$ cat src/rtl/pc_sequencer_if.sv
// Signal bundle between the fetch sequencer and its environment
// (hazard logic, instruction memory and the PC register).
interface pc_sequencer_if #(
    parameter int WIDTH = 16
);
    logic [WIDTH-1:0] pc_cur;
    logic             imem_ready;
    logic             stall;
    logic             branch_taken;
    logic [WIDTH-1:0] branch_target;
    logic             halt;
    logic             imem_req;
    logic [WIDTH-1:0] pc_next;
    logic             pc_we;
    logic             flush;
    logic             halted;
    logic [1:0]       dbg_state;

    // imem_ready is a single-cycle acknowledge of the fetch at pc_cur while
    // imem_req is high; pc_we qualifies pc_next in the same cycle.
    modport slave (
        input  pc_cur, imem_ready, stall, branch_taken, branch_target, halt,
        output imem_req, pc_next, pc_we, flush, halted, dbg_state
    );

    modport master (
        output pc_cur, imem_ready, stall, branch_taken, branch_target, halt,
        input  imem_req, pc_next, pc_we, flush, halted, dbg_state
    );
endinterface

$ cat src/rtl/pc_sequencer.sv
// Fetch-stage PC sequencer: chooses reset vector, PC+INC or a branch target
// each cycle, deferring redirects that land while a fetch is outstanding.
module pc_sequencer #(
    parameter int               WIDTH     = 16,
    parameter int               INC       = 2,
    parameter logic [WIDTH-1:0] RESET_VEC = '0
) (
    input  logic          clk,
    input  logic          rst,
    pc_sequencer_if.slave io_bus
);

    typedef enum logic [1:0] {
        S_RESET      = 2'd0,
        S_RUN        = 2'd1,
        S_WAIT_REDIR = 2'd2,
        S_HALT       = 2'd3
    } state_t;

    state_t           r_state;
    logic             r_halted;
    logic [WIDTH-1:0] r_redir_target;

    state_t           w_next_state;
    logic [WIDTH-1:0] w_redir_next;
    logic [WIDTH-1:0] w_pc_inc;
    logic [WIDTH-1:0] w_pc_next;
    logic             w_pc_we;
    logic             w_imem_req;
    logic             w_flush;

    assign w_pc_inc = io_bus.pc_cur + WIDTH'(INC);

    always_comb begin
        w_next_state = r_state;
        w_redir_next = r_redir_target;
        w_pc_next    = w_pc_inc;
        w_pc_we      = 1'b0;
        w_imem_req   = 1'b0;
        w_flush      = 1'b0;
        case (r_state)
            S_RESET: begin
                w_pc_next    = RESET_VEC;
                w_pc_we      = 1'b1;
                w_flush      = 1'b1;
                w_next_state = S_RUN;
            end
            S_RUN: begin
                w_imem_req = 1'b1;
                if (io_bus.branch_taken && io_bus.imem_ready) begin
                    w_pc_next = io_bus.branch_target;
                    w_pc_we   = 1'b1;
                    w_flush   = 1'b1;
                end else if (io_bus.branch_taken) begin
                    // Fetch still in flight on the wrong path: park the target.
                    w_flush      = 1'b1;
                    w_redir_next = io_bus.branch_target;
                    w_next_state = S_WAIT_REDIR;
                end else if (io_bus.halt) begin
                    w_next_state = S_HALT;
                end else if (io_bus.stall) begin
                    w_pc_we = 1'b0;
                end else if (io_bus.imem_ready) begin
                    w_pc_we = 1'b1;
                end
            end
            S_WAIT_REDIR: begin
                w_imem_req = 1'b1;
                w_flush    = 1'b1;
                if (io_bus.branch_taken) begin
                    w_redir_next = io_bus.branch_target;
                end
                if (io_bus.imem_ready) begin
                    w_pc_next    = io_bus.branch_taken ? io_bus.branch_target
                                                       : r_redir_target;
                    w_pc_we      = 1'b1;
                    w_next_state = S_RUN;
                end
            end
            S_HALT: begin
                w_next_state = S_HALT;
            end
            default: begin
                w_next_state = S_RESET;
            end
        endcase
    end

    always_ff @(posedge clk) begin
        if (rst) begin
            r_state        <= S_RESET;
            r_halted       <= 1'b0;
            r_redir_target <= '0;
        end else begin
            r_state        <= w_next_state;
            r_redir_target <= w_redir_next;
            r_halted       <= (w_next_state == S_HALT);
        end
    end

    assign io_bus.imem_req  = w_imem_req;
    assign io_bus.pc_next   = w_pc_next;
    assign io_bus.pc_we     = w_pc_we;
    assign io_bus.flush     = w_flush;
    assign io_bus.halted    = r_halted;
    assign io_bus.dbg_state = r_state;

endmodule

$ cat src/flat_wrapper.sv
// flat-port wrapper written by rule: the top's interface ports become plain ports
module pc_sequencer_flat 
#(
    parameter int               WIDTH     = 16,
    parameter int               INC       = 2,
    parameter logic [WIDTH-1:0] RESET_VEC = '0
)
  (clk, rst, io_bus_pc_cur, io_bus_imem_ready, io_bus_stall, io_bus_branch_taken, io_bus_branch_target, io_bus_halt, io_bus_imem_req, io_bus_pc_next, io_bus_pc_we, io_bus_flush, io_bus_halted, io_bus_dbg_state);
  pc_sequencer_if #(.WIDTH(WIDTH)) io_bus_i ();
  input  logic clk;
  input  logic rst;
  input wire logic [$bits(io_bus_i.pc_cur)-1:0] io_bus_pc_cur;
  input wire logic [$bits(io_bus_i.imem_ready)-1:0] io_bus_imem_ready;
  input wire logic [$bits(io_bus_i.stall)-1:0] io_bus_stall;
  input wire logic [$bits(io_bus_i.branch_taken)-1:0] io_bus_branch_taken;
  input wire logic [$bits(io_bus_i.branch_target)-1:0] io_bus_branch_target;
  input wire logic [$bits(io_bus_i.halt)-1:0] io_bus_halt;
  output wire logic [$bits(io_bus_i.imem_req)-1:0] io_bus_imem_req;
  output wire logic [$bits(io_bus_i.pc_next)-1:0] io_bus_pc_next;
  output wire logic [$bits(io_bus_i.pc_we)-1:0] io_bus_pc_we;
  output wire logic [$bits(io_bus_i.flush)-1:0] io_bus_flush;
  output wire logic [$bits(io_bus_i.halted)-1:0] io_bus_halted;
  output wire logic [$bits(io_bus_i.dbg_state)-1:0] io_bus_dbg_state;
  assign io_bus_i.pc_cur = io_bus_pc_cur;
  assign io_bus_i.imem_ready = io_bus_imem_ready;
  assign io_bus_i.stall = io_bus_stall;
  assign io_bus_i.branch_taken = io_bus_branch_taken;
  assign io_bus_i.branch_target = io_bus_branch_target;
  assign io_bus_i.halt = io_bus_halt;
  assign io_bus_imem_req = io_bus_i.imem_req;
  assign io_bus_pc_next = io_bus_i.pc_next;
  assign io_bus_pc_we = io_bus_i.pc_we;
  assign io_bus_flush = io_bus_i.flush;
  assign io_bus_halted = io_bus_i.halted;
  assign io_bus_dbg_state = io_bus_i.dbg_state;
  pc_sequencer #(.WIDTH(WIDTH), .INC(INC), .RESET_VEC(RESET_VEC)) u_core (.clk(clk), .rst(rst), .io_bus(io_bus_i));
endmodule
$ cat config.mk
export PLATFORM = sky130hd
export DESIGN_NAME = pc_sequencer_flat
export DESIGN_NICKNAME = d
export VERILOG_FILES = /design/src/rtl/pc_sequencer_if.sv /design/src/rtl/pc_sequencer.sv /design/src/flat_wrapper.sv
export SDC_FILE = /design/constraint.sdc
export NUM_CORES = 1
export LEC_CHECK = 0
export BUFFER_PORTS_ARGS = -buffer_cell sky130_fd_sc_hd__buf_4
export CAP_MARGIN = 20
export CORE_MARGIN = 1
export CORE_UTILIZATION = 48
export DETAILED_ROUTE_END_ITERATION = 10
export PLACE_DENSITY_LB_ADDON = 0.1
export SETUP_SLACK_MARGIN = 0.3
export SYNTH_ARGS = -nofsm -noshare
export SYNTH_HDL_FRONTEND = slang
export SYNTH_SLANG_ARGS = --single-unit
$ cat constraint.sdc
create_clock -name clk -period 2.26 [get_ports clk]
set_input_delay 0.113 -clock clk [delete_from_list [all_inputs] [get_ports clk]]
set_output_delay 0.113 -clock clk [all_outputs]
set_load 0.01 [all_outputs]
==> results.md <==
- Status: finished, final reports clean
- Pre-antenna DRT Iters: 4
- # rows: 19
- WP data arrival: 1.78 ns
- Fin crit period: 1.89 ns
- Post-synth top area cell: dfxtp_1
- Power per cell area: 419 nW/µm²
- Synth Flop Type: dfxtp_1
- Rel. slew slack: 57.6%
- Crit path capture type: primary output
- Most frequent CP cell: buf_4
- Core area: 2780 µm²
- PortBufs: 59
- Final Cycle Share: 83.8%
- CP max stage cell: dfxtp_4
- Skew final: 0.00453 ns
- CTS tree: done
- Final TNS setup: 0 ns
- Critical path, cell by cell: inv_2 > ha_4 > nand2b_1 > a21oi_1 > nor2_2 > buf_4 > o22ai_2 > buf_4
- Hold path depth: 3
- Synthesized flop and latch total: 19
- Synthesized cell area: 1420 µm²
- Ys Warns: 0
- DRC Markers: 0
- Max-cap viol count: 0
- Sequential share of the synthesized area: 26.7%
- Slowest Stage Delay on Critical Path: 0.39 ns
- Clk_lat worst skew: 0.29 ns
- Pin count of the biggest net entering global routing: 19
- R2r worst-path depth: 8
- Min-Delay Path Class: primary input to flop
- Critical Path Fanout Max: 16
- N_diodes: 0
- Tightest Pin Transition: 0.621 ns
- Die width: 56.5 µm
- Io pins: 60
- Starting Density: 51.2%
- Critical path data required time: 2.15 ns
- CTS Buffer Depth: 2
- Asr flop ratio synth: 0%
- GRT Overall Usage: 24.8%
- WP depth: 8
- Top cells by area, synth: dfxtp_1 (27%), mux2i_1 (11%), a22oi_1 (8.4%)
- # fillers: 214
- Maximum clock frequency: 528 MHz
- Routability cong.: 0.856
- H-Tree Depth: 1
- Final setup viols: 0
- Worst slack, placed: 0.219 ns
- Flip-flop and latch area: 388 µm²
- Placed inst area: 1880 µm²
- WS Path Type: flop to primary output
- Vias/cell: 5.75
- Synth top area share: 26.7%
- Share of layout cells above drive strength 1: 38.5%
- GR Overflow Total: 0
- Mapped Nets: 216
- Multi-input logic area: 1030 µm²
- DR vias: 1,525
- Final Max Slew Viols: 0
- Total wire length: 3960 µm
- Count of flip-flops with a built-in enable after synthesis: 0
- Endpoints failing hold: 0
- Family with the most delay on the worst path: buffers and inverters
- Peak supply drop: 0.337 mV
- Unrepaired setup endpoints after global routing: true
- Cell leakage power: 0.000927 µW
- HPWL Detailed: 3010 µm
- Syn Area/Cell: 8.28 µm²
- Total CTS buffers: 3
- 1st-iter DRT viols: 75
- Design Area, Final: 2030 µm²
- Area Growth Syn to Fin: 42.9%
- Buffers & Inverters on Critical Path: 3
- Die Y-Extent: 56.5 µm
- Routed wire per std cell: 14.9 µm
- Mapped Cells: 172
- First-pass GRT wire length: 6360 µm
- Vias in the first global route: 1,407
- CP startpoint kind: flop
- # clock sinks: 19
- Worst-path clk slew: 0.10 ns
- CTS root buf: clkbuf_4
- Routed Antenna Nets: 0
- Yosys cell types: 32
- Final setup margin: 0.366 ns
- Initial antenna violation count: 0
- Nets: 279
- Die area: 3190 µm²
[cell usage in the layout, fill, tap and decap left out, types with 2 or more instances in the layout]
master,count
o22ai_2,3
dfxtp_4,2
nor2b_1,6
a22oi_1,15
ha_4,2
clkbuf_4,3
nand3_1,5
nor2_1,24
mux2i_1,16
o22ai_1,13
inv_1,6
o21ai_0,3
xnor2_1,11
xor2_1,2
inv_2,2
a21oi_1,2
nand2_1,6
nor2_4,3
ha_1,4
nor3_1,4
nand4_1,3
dfxtp_1,17
buf_4,67
[area by class of cell]
cell class | instances | share of cell area [%]
flip-flops and latches | 19 | 19.1
clock buffers | 4 | 1.29
inverters | 8 | 1.48
well taps | 31 | 1.91
repair buffers | 68 | 25.7
multi-input cells | 135 | 50.6
[stage by stage]
stage	total power, µW	instances	hold WS, ns	utilization, %
6_report	852	265	0.0612	73.1
3_3_place_gp	657	255	0.356	67.5
2_1_floorplan	517	172	0.257	-
3_5_place_dp	664	255	0.364	67.5
5_1_grt	894	265	0.0592	73.1
4_1_cts	839	262	0.0596	70.9
[registers in the layout, indices dropped and copies added, names as in the netlist]
signal,flops
u_core.r_redir_target,16
u_core.io_bus.halted,1
u_core.io_bus.dbg_state,2
[cell usage after synthesis, types with 2 or more instances]
cell and instances:
o22ai_1 16, o21ai_0 3, inv_1 8, nor2b_1 6, clkbuf_1 3, dfxtp_1 19, nor2_1 25, xor2_1 2
a21oi_1 2, mux2i_1 16, nand3_1 5, ha_1 6, nand2_1 6, xnor2_1 11, a22oi_1 16, nor2_2 3
buf_2 5, nand4_1 3, nor3_1 4
[cell families (layout without fill, tap and decap cells)]
| group | Yosys count | after routing | synth area share (%) |
|---|---|---|---|
| AO/OA/AOI/OAI | 44 | 44 | 22.1 |
| XOR/XNOR | 13 | 13 | 8.00 |
| adder cells (fa/ha/maj) | 6 | 6 | 5.27 |
| buffers and inverters | 18 | 80 | 5.71 |
| flip-flops | 19 | 19 | 26.7 |
| multiplexers | 16 | 16 | 11.2 |
| AND/OR/NAND/NOR | 56 | 56 | 20.9 |
[final timing paths]
kind                                         start                                      to  slack, ns
max          u_core.io_bus.dbg_state[1]$_SDFF_PP0_                      io_bus_pc_next[14]       0.37
min                        io_bus_branch_target[0]   u_core.r_redir_target[0]$_SDFFE_PP0P_       0.06
max reg2reg  u_core.io_bus.dbg_state[1]$_SDFF_PP0_  u_core.r_redir_target[15]$_SDFFE_PP0P_       0.49
min reg2reg  u_core.r_redir_target[0]$_SDFFE_PP0P_   u_core.r_redir_target[0]$_SDFFE_PP0P_       0.51
[what timing repair did]
action | 4_1_cts | 5_1_grt
gates cloned | 0 | 0
resized for setup | 9 | 9
buffers inserted | 3 | 3
pin swaps | 3 | 2
hold buffers | 0 | 0
hold endpoints to repair | 0 | 0
setup endpoints to repair | 16 | 16
[per-layer routing]
metal / vias up / GRT usage [%] / share of wire, %
met5: - / 0 / 0
met2: 61 / 40.8 / 47
met3: 8 / 3.69 / 6.3
li1: 750 / - / -
met1: 706 / 33.9 / 45
met4: 0 / 5.92 / 1.6
[worst register-to-register path, cell delays in order, from the launching register on]
cell	delay (ns)
dfxtp_4	0.41
inv_2	0.07
ha_4	0.19
buf_4	0.14
nor2b_1	0.15
o21ai_4	0.13
buf_4	0.29
mux2i_1	0.25
nor2_1	0.05
[power by group]
part	total (µW)	switching, µW	internal (µW)
logic	325	159	166
registers	362	13.6	348
clock network	166	97.2	68.4
(Power assumes the default switching activity.)
